[config.mk]
export PLATFORM = sky130hd
export DESIGN_NAME = present_iter_core_flat
export DESIGN_NICKNAME = d
export VERILOG_FILES = /design/src/rtl/present_pkg.sv /design/src/rtl/present_iter_core_if.sv /design/src/rtl/present_key_sched.sv /design/src/rtl/present_iter_core.sv /design/src/flat_wrapper.sv
export SDC_FILE = /design/constraint.sdc
export NUM_CORES = 1
export LEC_CHECK = 0
export ABC_AREA = 0
export CORE_ASPECT_RATIO = 1.25
export CORE_MARGIN = 2
export CORE_UTILIZATION = 30
export CTS_CLUSTER_SIZE = 14
export DETAILED_ROUTE_END_ITERATION = 8
export PLACE_DENSITY_LB_ADDON = 0.25
export SLEW_MARGIN = 10
export SYNTH_ARGS = -nofsm -noshare
export SYNTH_HDL_FRONTEND = slang
export SYNTH_SLANG_ARGS = --single-unit
[constraint.sdc]
create_clock -name clk_i -period 2.04 [get_ports clk_i]
set_input_delay 0.306 -clock clk_i [delete_from_list [all_inputs] [get_ports clk_i]]
set_output_delay 0.306 -clock clk_i [all_outputs]
set_load 0.005 [all_outputs]
[src/rtl/present_pkg.sv]
// present_pkg: shared PRESENT constants, FSM states and layer functions.
// Layer functions work on a MAXW-wide vector and a run-time width w.
package present_pkg;

  localparam int RC_W = 5;
  localparam int MAXW = 128;
  localparam int IDXW = $clog2(MAXW);

  typedef enum logic [1:0] {
    IDLE,
    RUN,
    WHITEN,
    OUT
  } fsm_e;

  localparam logic [3:0] SBOX [16] = '{
    4'hC, 4'h5, 4'h6, 4'hB,
    4'h9, 4'h0, 4'hA, 4'hD,
    4'h3, 4'hE, 4'hF, 4'h8,
    4'h4, 4'h7, 4'h1, 4'h2
  };

  function automatic logic [MAXW-1:0] sbox_layer(
    input logic [MAXW-1:0] x,
    input int unsigned     w
  );
    logic [MAXW-1:0] r;
    r = '0;
    for (int unsigned i = 0; i < MAXW / 4; i++) begin
      if (4 * i < w) begin
        r[4*i+:4] = SBOX[x[4*i+:4]];
      end
    end
    return r;
  endfunction

  // Bit i goes to (i*w/4) mod (w-1); the top bit stays put.
  function automatic logic [MAXW-1:0] p_layer(
    input logic [MAXW-1:0] x,
    input int unsigned     w
  );
    logic [MAXW-1:0] r;
    logic [IDXW-1:0] idx;
    r = '0;
    for (int unsigned i = 0; i < MAXW; i++) begin
      if (i + 1 < w) begin
        idx = IDXW'((i * w / 4) % (w - 1));
        r[idx] = x[i];
      end else if (i + 1 == w) begin
        r[i] = x[i];
      end
    end
    return r;
  endfunction

endpackage

[src/rtl/present_iter_core_if.sv]
// present_iter_core_if: plaintext/key input and ciphertext output handshakes.
// master = source/consumer side, slave = cipher core side.
interface present_iter_core_if #(
  parameter int DATAW = 64,
  parameter int KEYW  = 80
);

  logic             in_valid_i;
  logic             in_ready_o;
  logic [DATAW-1:0] ptext_i;
  logic [KEYW-1:0]  key_i;
  logic             out_valid_o;
  logic             out_ready_i;
  logic [DATAW-1:0] cipher_o;

  modport master (
    output in_valid_i,
    output ptext_i,
    output key_i,
    output out_ready_i,
    input  in_ready_o,
    input  out_valid_o,
    input  cipher_o
  );

  modport slave (
    input  in_valid_i,
    input  ptext_i,
    input  key_i,
    input  out_ready_i,
    output in_ready_o,
    output out_valid_o,
    output cipher_o
  );

endinterface

[src/rtl/present_key_sched.sv]
// present_key_sched: combinational key update(key, rc) and round key tap.
// Ports: key_i/rc_i in; key_o = next key, rk_o = key[KEYW-1 -: DATAW].
module present_key_sched
  import present_pkg::*;
#(
  parameter int KEYW  = 80,
  parameter int DATAW = 64
) (
  input  logic [KEYW-1:0]  key_i,
  input  logic [RC_W-1:0]  rc_i,
  output logic [KEYW-1:0]  key_o,
  output logic [DATAW-1:0] rk_o
);

  logic [KEYW-1:0] rot;

  // Rotate left by KEYW-19.
  assign rot  = {key_i[18:0], key_i[KEYW-1:19]};
  assign rk_o = key_i[KEYW-1 -: DATAW];

  // Steps applied in order; with KEYW=20 the nibble and rc fields overlap.
  always_comb begin
    key_o              = rot;
    key_o[KEYW-1 -: 4] = SBOX[rot[KEYW-1 -: 4]];
    key_o[19:15]       = key_o[19:15] ^ rc_i;
  end

endmodule

[src/rtl/present_iter_core.sv]
// present_iter_core: iterative PRESENT encryption, one round per cycle.
// Ports: clk_i, rst_ni (sync, low), bus (slave), abort_i if PRESENT_ABORT_EN.
module present_iter_core
  import present_pkg::*;
#(
  parameter int DATAW   = 64,
  parameter int KEYW    = 80,
  parameter int NROUNDS = 31
) (
  input logic clk_i,
  input logic rst_ni,
  present_iter_core_if.slave bus
`ifdef PRESENT_ABORT_EN
  ,
  input logic abort_i
`endif
);

  localparam logic [RC_W-1:0] RC_LAST = RC_W'(NROUNDS);

  fsm_e             fsm_q;
  logic [DATAW-1:0] st_q;
  logic [DATAW-1:0] cipher_q;
  logic [KEYW-1:0]  key_q;
  logic [RC_W-1:0]  rc_q;
  logic             vld_q;

  logic [KEYW-1:0]  key_nxt;
  logic [DATAW-1:0] rk;
  logic [DATAW-1:0] rnd;
  logic             abort;

`ifdef PRESENT_ABORT_EN
  assign abort = abort_i;
`else
  assign abort = 1'b0;
`endif

  present_key_sched #(
    .KEYW  (KEYW),
    .DATAW (DATAW)
  ) u_ks (
    .key_i (key_q),
    .rc_i  (rc_q),
    .key_o (key_nxt),
    .rk_o  (rk)
  );

  assign rnd = DATAW'(p_layer(
                 sbox_layer(MAXW'(st_q ^ rk), DATAW),
                 DATAW));

  assign bus.in_ready_o  = (fsm_q == IDLE);
  assign bus.out_valid_o = vld_q;
  assign bus.cipher_o    = cipher_q;

  always_ff @(posedge clk_i) begin
    if (!rst_ni) begin
      fsm_q    <= IDLE;
      st_q     <= '0;
      key_q    <= '0;
      rc_q     <= '0;
      cipher_q <= '0;
      vld_q    <= 1'b0;
    end else begin
      unique case (fsm_q)
        IDLE: begin
          if (bus.in_valid_i) begin
            st_q  <= bus.ptext_i;
            key_q <= bus.key_i;
            rc_q  <= RC_W'(1);
            fsm_q <= RUN;
          end
        end
        RUN: begin
          if (abort) begin
            rc_q  <= '0;
            fsm_q <= IDLE;
          end else begin
            st_q  <= rnd;
            key_q <= key_nxt;
            // rc is parked at 0 rather than wrapping past NROUNDS.
            if (rc_q == RC_LAST) begin
              rc_q  <= '0;
              fsm_q <= WHITEN;
            end else begin
              rc_q <= rc_q + 1'b1;
            end
          end
        end
        WHITEN: begin
          if (abort) begin
            rc_q  <= '0;
            fsm_q <= IDLE;
          end else begin
            cipher_q <= st_q ^ rk;
            vld_q    <= 1'b1;
            fsm_q    <= OUT;
          end
        end
        OUT: begin
          if (bus.out_ready_i) begin
            vld_q <= 1'b0;
            fsm_q <= IDLE;
          end
        end
        default: fsm_q <= IDLE;
      endcase
    end
  end

endmodule

[src/flat_wrapper.sv]
// flat-port wrapper written by rule: the top's interface ports become plain ports
module present_iter_core_flat import present_pkg::*;
#(
  parameter int DATAW   = 64,
  parameter int KEYW    = 80,
  parameter int NROUNDS = 31
)
  (clk_i, rst_ni, bus_in_valid_i, bus_ptext_i, bus_key_i, bus_out_ready_i, bus_in_ready_o, bus_out_valid_o, bus_cipher_o);
  present_iter_core_if #(.DATAW(DATAW), .KEYW(KEYW)) bus_i ();
  input logic clk_i;
  input logic rst_ni;
  input wire logic [$bits(bus_i.in_valid_i)-1:0] bus_in_valid_i;
  input wire logic [$bits(bus_i.ptext_i)-1:0] bus_ptext_i;
  input wire logic [$bits(bus_i.key_i)-1:0] bus_key_i;
  input wire logic [$bits(bus_i.out_ready_i)-1:0] bus_out_ready_i;
  output wire logic [$bits(bus_i.in_ready_o)-1:0] bus_in_ready_o;
  output wire logic [$bits(bus_i.out_valid_o)-1:0] bus_out_valid_o;
  output wire logic [$bits(bus_i.cipher_o)-1:0] bus_cipher_o;
  assign bus_i.in_valid_i = bus_in_valid_i;
  assign bus_i.ptext_i = bus_ptext_i;
  assign bus_i.key_i = bus_key_i;
  assign bus_i.out_ready_i = bus_out_ready_i;
  assign bus_in_ready_o = bus_i.in_ready_o;
  assign bus_out_valid_o = bus_i.out_valid_o;
  assign bus_cipher_o = bus_i.cipher_o;
  present_iter_core #(.DATAW(DATAW), .KEYW(KEYW), .NROUNDS(NROUNDS)) u_core (.clk_i(clk_i), .rst_ni(rst_ni), .bus(bus_i));
endmodule
==> results of run 1 <==
-- registers in the layout (all words and copies together), names as in the netlist --
register and cells:
u_core.bus.cipher_o 64, u_core.bus.out_valid_o 1, u_core.fsm_q 2, u_core.rc_q 5, u_core.key_q 80, u_core.st_q 64
-- final cells by class --
cell class	count	area, sq um	share of cell area
clock inverters	9	145	0.00869
flip-flops and latches	216	4330	0.259
well taps	504	631	0.0377
repair buffers	345	3300	0.198
clock buffers	35	713	0.0427
multi-input cells	873	7260	0.435
inverters	86	328	0.0196
-- layout by cell type, fill, tap and decap left out, drive strengths merged, types with 4 or more instances in the layout --
cell type      instances
o21ai                 18
nor3                  13
buf                  133
nor2b                  8
nand3                 18
o221ai                45
xnor2                 72
o22ai                 26
xor2                   4
mux2                  28
a22oi                 15
nand2                 37
mux4                  30
a211oi               153
clkdlybuf4s50        211
a21oi                 17
dfxtp                216
nor2                 164
a31oi                 33
clkinv                 5
o211ai                 4
ha                    59
mux2i                111
bufinv                 4
inv                   86
clkbuf                35
-- kinds of logic after synthesis --
logic type	Yosys count	share of synthesized area
adder cells (fa/ha/maj)	59	0.0607
XOR/XNOR	76	0.0751
buffers and inverters	179	0.0590
AO/OA/AOI/OAI	322	0.193
multiplexers	169	0.173
flip-flops	216	0.355
AND/OR/NAND/NOR	247	0.0834
-- worst min-delay path by stage --
| stage | from | to | slack [ns] | cells past startpoint |
|---|---|---|---|---|
| finish | rst_ni | u_core.st_q[63]$_SDFFE_PN0P_ | 0.22 | 3 |
| global route | rst_ni | u_core.st_q[63]$_SDFFE_PN0P_ | 0.22 | 3 |
| CTS | rst_ni | u_core.st_q[63]$_SDFFE_PN0P_ | 0.19 | 3 |
| detailed placement | u_core.bus.cipher_o[31]$_SDFFE_PN0P_ | u_core.bus.cipher_o[31]$_SDFFE_PN0P_ | 0.48 | 2 |
| global placement | u_core.bus.cipher_o[57]$_SDFFE_PN0P_ | u_core.bus.cipher_o[57]$_SDFFE_PN0P_ | 0.48 | 2 |
| floorplan | u_core.key_q[77]$_SDFFE_PN0P_ | u_core.key_q[77]$_SDFFE_PN0P_ | 0.47 | 2 |
-- critical path, cell delays in order (launching register included) --
cell and delay (ns):
sky130_fd_sc_hd__dfxtp_1 0.48, sky130_fd_sc_hd__xnor2_4 0.19, sky130_fd_sc_hd__inv_1 0.07, sky130_fd_sc_hd__ha_1 0.30
sky130_fd_sc_hd__mux4_2 0.49, sky130_fd_sc_hd__a211oi_1 0.22, sky130_fd_sc_hd__nor3_1 0.07
-- metrics by stage --
step	power, mW	utilization	worst slack (ns)
2_1_floorplan	21.9	-	0.134
3_3_place_gp	31.7	0.394	-0.135
3_5_place_dp	32.2	0.394	-0.122
4_1_cts	37.1	0.416	0.0134
5_1_grt	39.6	0.418	0.00431
6_report	37.2	0.418	0.0999
-- what timing repair did --
| item | CTS | global route |
|---|---|---|
| pin swaps | 0 | 1 |
| setup buffers | 0 | 1 |
| endpoints found under the setup margin | 5 | 10 |
| hold endpoints to repair | 0 | 0 |
| gates resized for setup | 7 | 11 |
-- where the power goes --
group          leakage (nW)  total (mW)  switching (mW)  internal [mW]
Clock                 0.426        4.80            1.88           2.92
Sequential             1.78        8.09            1.96           6.12
Combinational          4.25        24.3            12.5           11.8
Total                  6.45        37.2            16.4           20.9
-- metal layers --
metal / global-route usage / up-vias
met5: 0 / -
met4: 0.0988 / 0
met3: 0.0270 / 87
met2: 0.370 / 359
met1: 0.278 / 5253
li1: - / 5233
==> implementation parameters, run 1 <==
Parameter                              Value

Routing
  Average vias per placed instance    5.29
  Routed length per instance    22.8 microns
  Topmost layer with routed signal wires    met4
  Count of unresolved DRC violations after routing    0
  Number of search-and-repair iterations in the first detailed-routing pass    5
  Iter 0 DRT Violations    905
  Number of antenna-violating nets in the routed design    0
  Routed length on met1    19,600 microns
  DRT Wirelength    47,200 microns
  Vias post-DR    10,932
  Routed length on met3    2640 microns
  Detailed-routed wire length on met2    22,700 microns

Synth
  Cell Area, Synth    0.0122 sq mm
  Syn Nets    1,475
  Share of synthesized area occupied by flip-flops and latches    0.355
  Post-synth EDFFs    0
  Most frequent cells after synthesis    sky130_fd_sc_hd__dfxtp_1 (216), sky130_fd_sc_hd__nor2_1 (163), sky130_fd_sc_hd__a211oi_1 (151)
  Cell type with the highest aggregate area in the netlist    sky130_fd_sc_hd__dfxtp_1
  Flops & latches, synth    216
  Top flip-flop cell by instance count after synthesis    sky130_fd_sc_hd__dfxtp_1
  Most frequent cell after synthesis    sky130_fd_sc_hd__dfxtp_1
  Syn Inst Count    1,268
  Synth cell types    42
  Synth async-reset ratio    0
  Post-synthesis average cell area    9.59 sq um
  Yosys Warn Count    0
  Cells taking the most area after synthesis    sky130_fd_sc_hd__dfxtp_1 (36%), sky130_fd_sc_hd__a211oi_1 (9.3%), sky130_fd_sc_hd__mux2i_1 (9.1%)
  Post-synth top area share    0.355

Floorplanning
  Placement row count    82
  Ports    214
  Die Footprint    0.0422 sq mm
  Die boundary height    229 microns
  Initial Utilization    0.304
  Core Region    0.0400 sq mm
  Die boundary width    184 microns

Finish
  Fillers    3,930
  Layout Cell Area excl Fill    0.0167 sq mm
  Share of final-layout standard cells stronger than drive strength 1    0.184
  Finished Layout Cells    2,068
  Area grow syn2layout    37.4%
  Number of antenna diodes    0
  Nets    1,753

Worst setup path
  Endpoint type of the worst setup path    flop
  R2R setup slack    0.1 ns
  R2R Path Start    u_core.key_q[40]$_SDFFE_PN0P_
  Crit Reg-Reg Endpoint    u_core.st_q[38]$_SDFFE_PN0P_
  CP arrival    2.35 ns
  Largest fanout of any net on the critical path    7
  Worst setup endpoint    u_core.st_q[38]$_SDFFE_PN0P_
  Start-to-end type of the worst setup path    reg -> reg
  Crit path launch    u_core.key_q[40]$_SDFFE_PN0P_
  Critical Path Start Type    flop
  Depth of the worst register-to-register path    6
  CP Data Required Time    2.45 ns

Flow run
  Maximum capacitance violations    0

Place
  HPWL after DPL    36,700 microns
  # placed instances    2,023
  Cell area after placement    0.0158 sq mm
  Number of port buffers    213
  Final Wtd Congestion    0.882

CTS
  Deepest clock path buffer count    3
  Number of clock sinks    216
  Cell at the root of the clock tree    sky130_fd_sc_hd__clkbuf_16
  Number of buffers inserted by hold repair at cts    0
  Deepest level of the CTS H-tree    1
  Number of CTS-inserted buffers    24
  Clk Latency, worst-skew pair    0.55 ns
  CTS tree    built
  Clock transition time at the flip-flop clock pins of the worst setup and hold paths    0.06 ns

Min path
  Worst hold path class    in -> reg

STA
  Setup tns final    0 ns
  Final clock period utilization by the worst path    0.951
  Min Clock Period, post-route    1.94 ns
  Transition at the pin with the smallest max-transition slack    0.806 ns
  Relative slew slack    0.457
  Setup repair after global routing missed its margin    false
  Final Slew Violations    0
  Hold Fails Final Rpt    0
  Max Fclk    0.515 GHz
  Worst clock skew on the final layout    0.0147 ns
  # setup viols final    0
  Post-Route Hold Slack    0.215 ns

Run status
  Run status    completed

Global route
  Overall Global Routing Usage    0.219
  Global-route wire length before repair    68,800 microns
  Vias in the first global route    10,699
  Number of antenna violations at the first check in global routing    1
  Largest net degree at the start of global routing    64
  Remaining global-route overflow    0

Power
  Power density over the cells    2230 mW/mm^2
  Largest voltage drop on the vdd net    0.732 mV
  Leakage power figure    6.45 nW
Power figures use the tool's default switching activity.
==> run 2, diff against run 1 <==
- CORE_ASPECT_RATIO: 1.25 -> unset
- SYNTH_HIERARCHICAL: unset -> 1
==> implementation parameters, run 2 <==
Parameter                              Value

Worst setup path
  CP arrival    2.39 ns
  Largest fanout of any net on the critical path    4
  Critical Path Start Type    flop
  Start-to-end type of the worst setup path    reg -> reg
  Endpoint type of the worst setup path    flop
  CP Data Required Time    2.46 ns

Routing
  Iter 0 DRT Violations    650
  Vias post-DR    10,924
  Routed length per instance    21.0 microns
  DRT Wirelength    45,500 microns
  Count of unresolved DRC violations after routing    0
  Number of antenna-violating nets in the routed design    0
  Average vias per placed instance    5.03
  Number of search-and-repair iterations in the first detailed-routing pass    5

STA
  Max Fclk    0.509 GHz
  Final clock period utilization by the worst path    0.964
  Hold Fails Final Rpt    0
  # setup viols final    0
  Transition at the pin with the smallest max-transition slack    0.695 ns
  Final Slew Violations    0
  Relative slew slack    0.534
  Worst clock skew on the final layout    0.0171 ns
  Setup tns final    0 ns
  Min Clock Period, post-route    1.97 ns
  Worst path setup slack after routing    0.0740 ns
  Setup repair after global routing missed its margin    false

Floorplanning
  Die boundary height    214 microns
  Die boundary width    214 microns
  Core Region    0.0432 sq mm
  Die Footprint    0.0456 sq mm
  Ports    214
  Placement row count    76
  Initial Utilization    0.305

Min path
  Worst hold path class    in -> reg

Synth
  Cell type with the highest aggregate area in the netlist    sky130_fd_sc_hd__dfxtp_1
  Synth cell types    58
  Post-synth top area share    0.328
  Flops & latches, synth    216
  Most frequent cells after synthesis    sky130_fd_sc_hd__dfxtp_1 (216), sky130_fd_sc_hd__nor2_1 (203), sky130_fd_sc_hd__a211oi_1 (171)
  Post-synth EDFFs    0
  Syn Inst Count    1,441
  Most frequent cell after synthesis    sky130_fd_sc_hd__dfxtp_1
  Cell Area, Synth    0.0132 sq mm
  Yosys Warn Count    6
  Top flip-flop cell by instance count after synthesis    sky130_fd_sc_hd__dfxtp_1
  Synth async-reset ratio    0
  Cells taking the most area after synthesis    sky130_fd_sc_hd__dfxtp_1 (33%), sky130_fd_sc_hd__a211oi_1 (9.7%), sky130_fd_sc_hd__mux2i_1 (8.9%)
  Share of synthesized area occupied by flip-flops and latches    0.328
  Post-synthesis average cell area    9.14 sq um
  Syn Nets    1,648

Global route
  Number of antenna violations at the first check in global routing    0
  Global-route wire length before repair    66,600 microns
  Overall Global Routing Usage    0.196
  Largest net degree at the start of global routing    58
  Vias in the first global route    10,635
  Remaining global-route overflow    0

CTS
  Number of clock sinks    216
  Deepest clock path buffer count    3
  Clock transition time at the flip-flop clock pins of the worst setup and hold paths    0.06 ns
  Number of buffers inserted by hold repair at cts    0
  Number of CTS-inserted buffers    27
  CTS tree    built
  Deepest level of the CTS H-tree    1
  Cell at the root of the clock tree    sky130_fd_sc_hd__clkbuf_16
  Clk Latency, worst-skew pair    0.54 ns

Finish
  Reg with most FFs    u_core/key_q
  Share of final-layout standard cells stronger than drive strength 1    0.133
  Area grow syn2layout    26.6%
  Layout Cell Area excl Fill    0.0167 sq mm
  Most common library cell in the layout ignoring fill and taps    sky130_fd_sc_hd__dfxtp_1
  Number of antenna diodes    0
  Leading cell types in the layout, fill and taps excluded    sky130_fd_sc_hd__dfxtp_1 (216), sky130_fd_sc_hd__clkdlybuf4s50_1 (212), sky130_fd_sc_hd__nor2_1 (203)
  Final core occ    0.386
  Finished Layout Cells    2,170
  Nets    1,771
  Number of flip-flops in the largest register    80

Place
  Worst slack at placement    -0.0636 ns
  Cell area after placement    0.0156 sq mm
  # placed instances    2,118
  Number of port buffers    213
  Final Wtd Congestion    0.855
  HPWL after DPL    35,700 microns

Flow run
  Maximum capacitance violations    0

Power
  Leakage power figure    6.45 nW
  Largest voltage drop on the vdd net    0.752 mV
  Power density over the cells    1970 mW/mm^2

Run status
  Run status    completed
run 2: cell types whose count changed after synthesis, moves of 19 or more:
cell | before | now
sky130_fd_sc_hd__buf_4 | 1 | 142
sky130_fd_sc_hd__nor2_1 | 163 | 203
sky130_fd_sc_hd__a31oi_1 | 33 | 6
sky130_fd_sc_hd__xnor2_2 | 30 | 6
sky130_fd_sc_hd__o221ai_1 | 45 | 22
sky130_fd_sc_hd__o31ai_1 | 0 | 23
sky130_fd_sc_hd__o22ai_1 | 26 | 4
sky130_fd_sc_hd__a211oi_1 | 151 | 171
sky130_fd_sc_hd__xor2_1 | 1 | 20
run 2: cell families after synthesis:
logic type,share of synthesized area
DFF,0.328
buffers and inverters,0.130
xor gates and xnor gates,0.0729
AOI/OAI and AO/OA,0.188
and+or+nand+nor,0.0908
muxes,0.133
adders and majority gates,0.0561
run 2: cell type report:
type	count	area, sq um
Multi-Input combinational cell	930	7240
Timing Repair Buffer	316	3130
Inverter	73	277
Sequential cell	216	4320
Tap cell	585	732
Clock inverter	12	171
Fill cell	4368	26500
Clock buffer	38	787
run 2: timing repair:
item | CTS | global route
pin swaps | 0 | 0
resized for setup | 5 | 8
endpoints found under the hold margin | 0 | 0
endpoints found under the setup margin | 2 | 12
buffers inserted | 0 | 2
run 2: final timing paths:
path,from,to,slack (ns),depth (start not counted)
setup / recovery,u_core/st_q[56]$_SDFFE_PN0P_,u_core/st_q[14]$_SDFFE_PN0P_,0.07,7
hold / removal,bus_ptext_i[5],u_core/st_q[5]$_SDFFE_PN0P_,0.40,3
setup reg to reg,u_core/st_q[56]$_SDFFE_PN0P_,u_core/st_q[14]$_SDFFE_PN0P_,0.07,7
hold reg to reg,u_core/st_q[45]$_SDFFE_PN0P_,u_core/st_q[45]$_SDFFE_PN0P_,0.47,2
run 2: per-stage QoR:
| step | power, mW | hold slack (ns) |
|---|---|---|
| after floorplan | 21.4 | 0.437 |
| after global placement | 27.0 | 0.457 |
| after detailed placement | 27.4 | 0.464 |
| after CTS | 32.8 | 0.383 |
| after global routing | 35.1 | 0.407 |
| final | 32.8 | 0.396 |
run 2: per-layer routing:
metal | GRT usage | up-vias | share of wire
met5 | 0 | - | 0
met4 | 0.0546 | 0 | 0.024
met3 | 0.0231 | 53 | 0.051
met2 | 0.318 | 326 | 0.45
met1 | 0.274 | 5258 | 0.47
li1 | - | 5287 | -
run 2: critical path, cell delays in order, from the launching register on:
cell	delay, ns
sky130_fd_sc_hd__dfxtp_1	0.34
sky130_fd_sc_hd__xnor2_2	0.30
sky130_fd_sc_hd__inv_1	0.08
sky130_fd_sc_hd__ha_1	0.32
sky130_fd_sc_hd__mux2_2	0.28
sky130_fd_sc_hd__mux2i_2	0.27
sky130_fd_sc_hd__buf_4	0.18
sky130_fd_sc_hd__o21ai_0	0.07
run 2: power by group:
part | internal (mW) | leakage [nW] | switching (mW) | total [mW]
Combinational | 9.32 | 4.21 | 10.4 | 19.7
Sequential | 5.97 | 1.78 | 1.99 | 7.96
Clock | 3.19 | 0.465 | 1.98 | 5.17
Total | 18.5 | 6.45 | 14.3 | 32.8
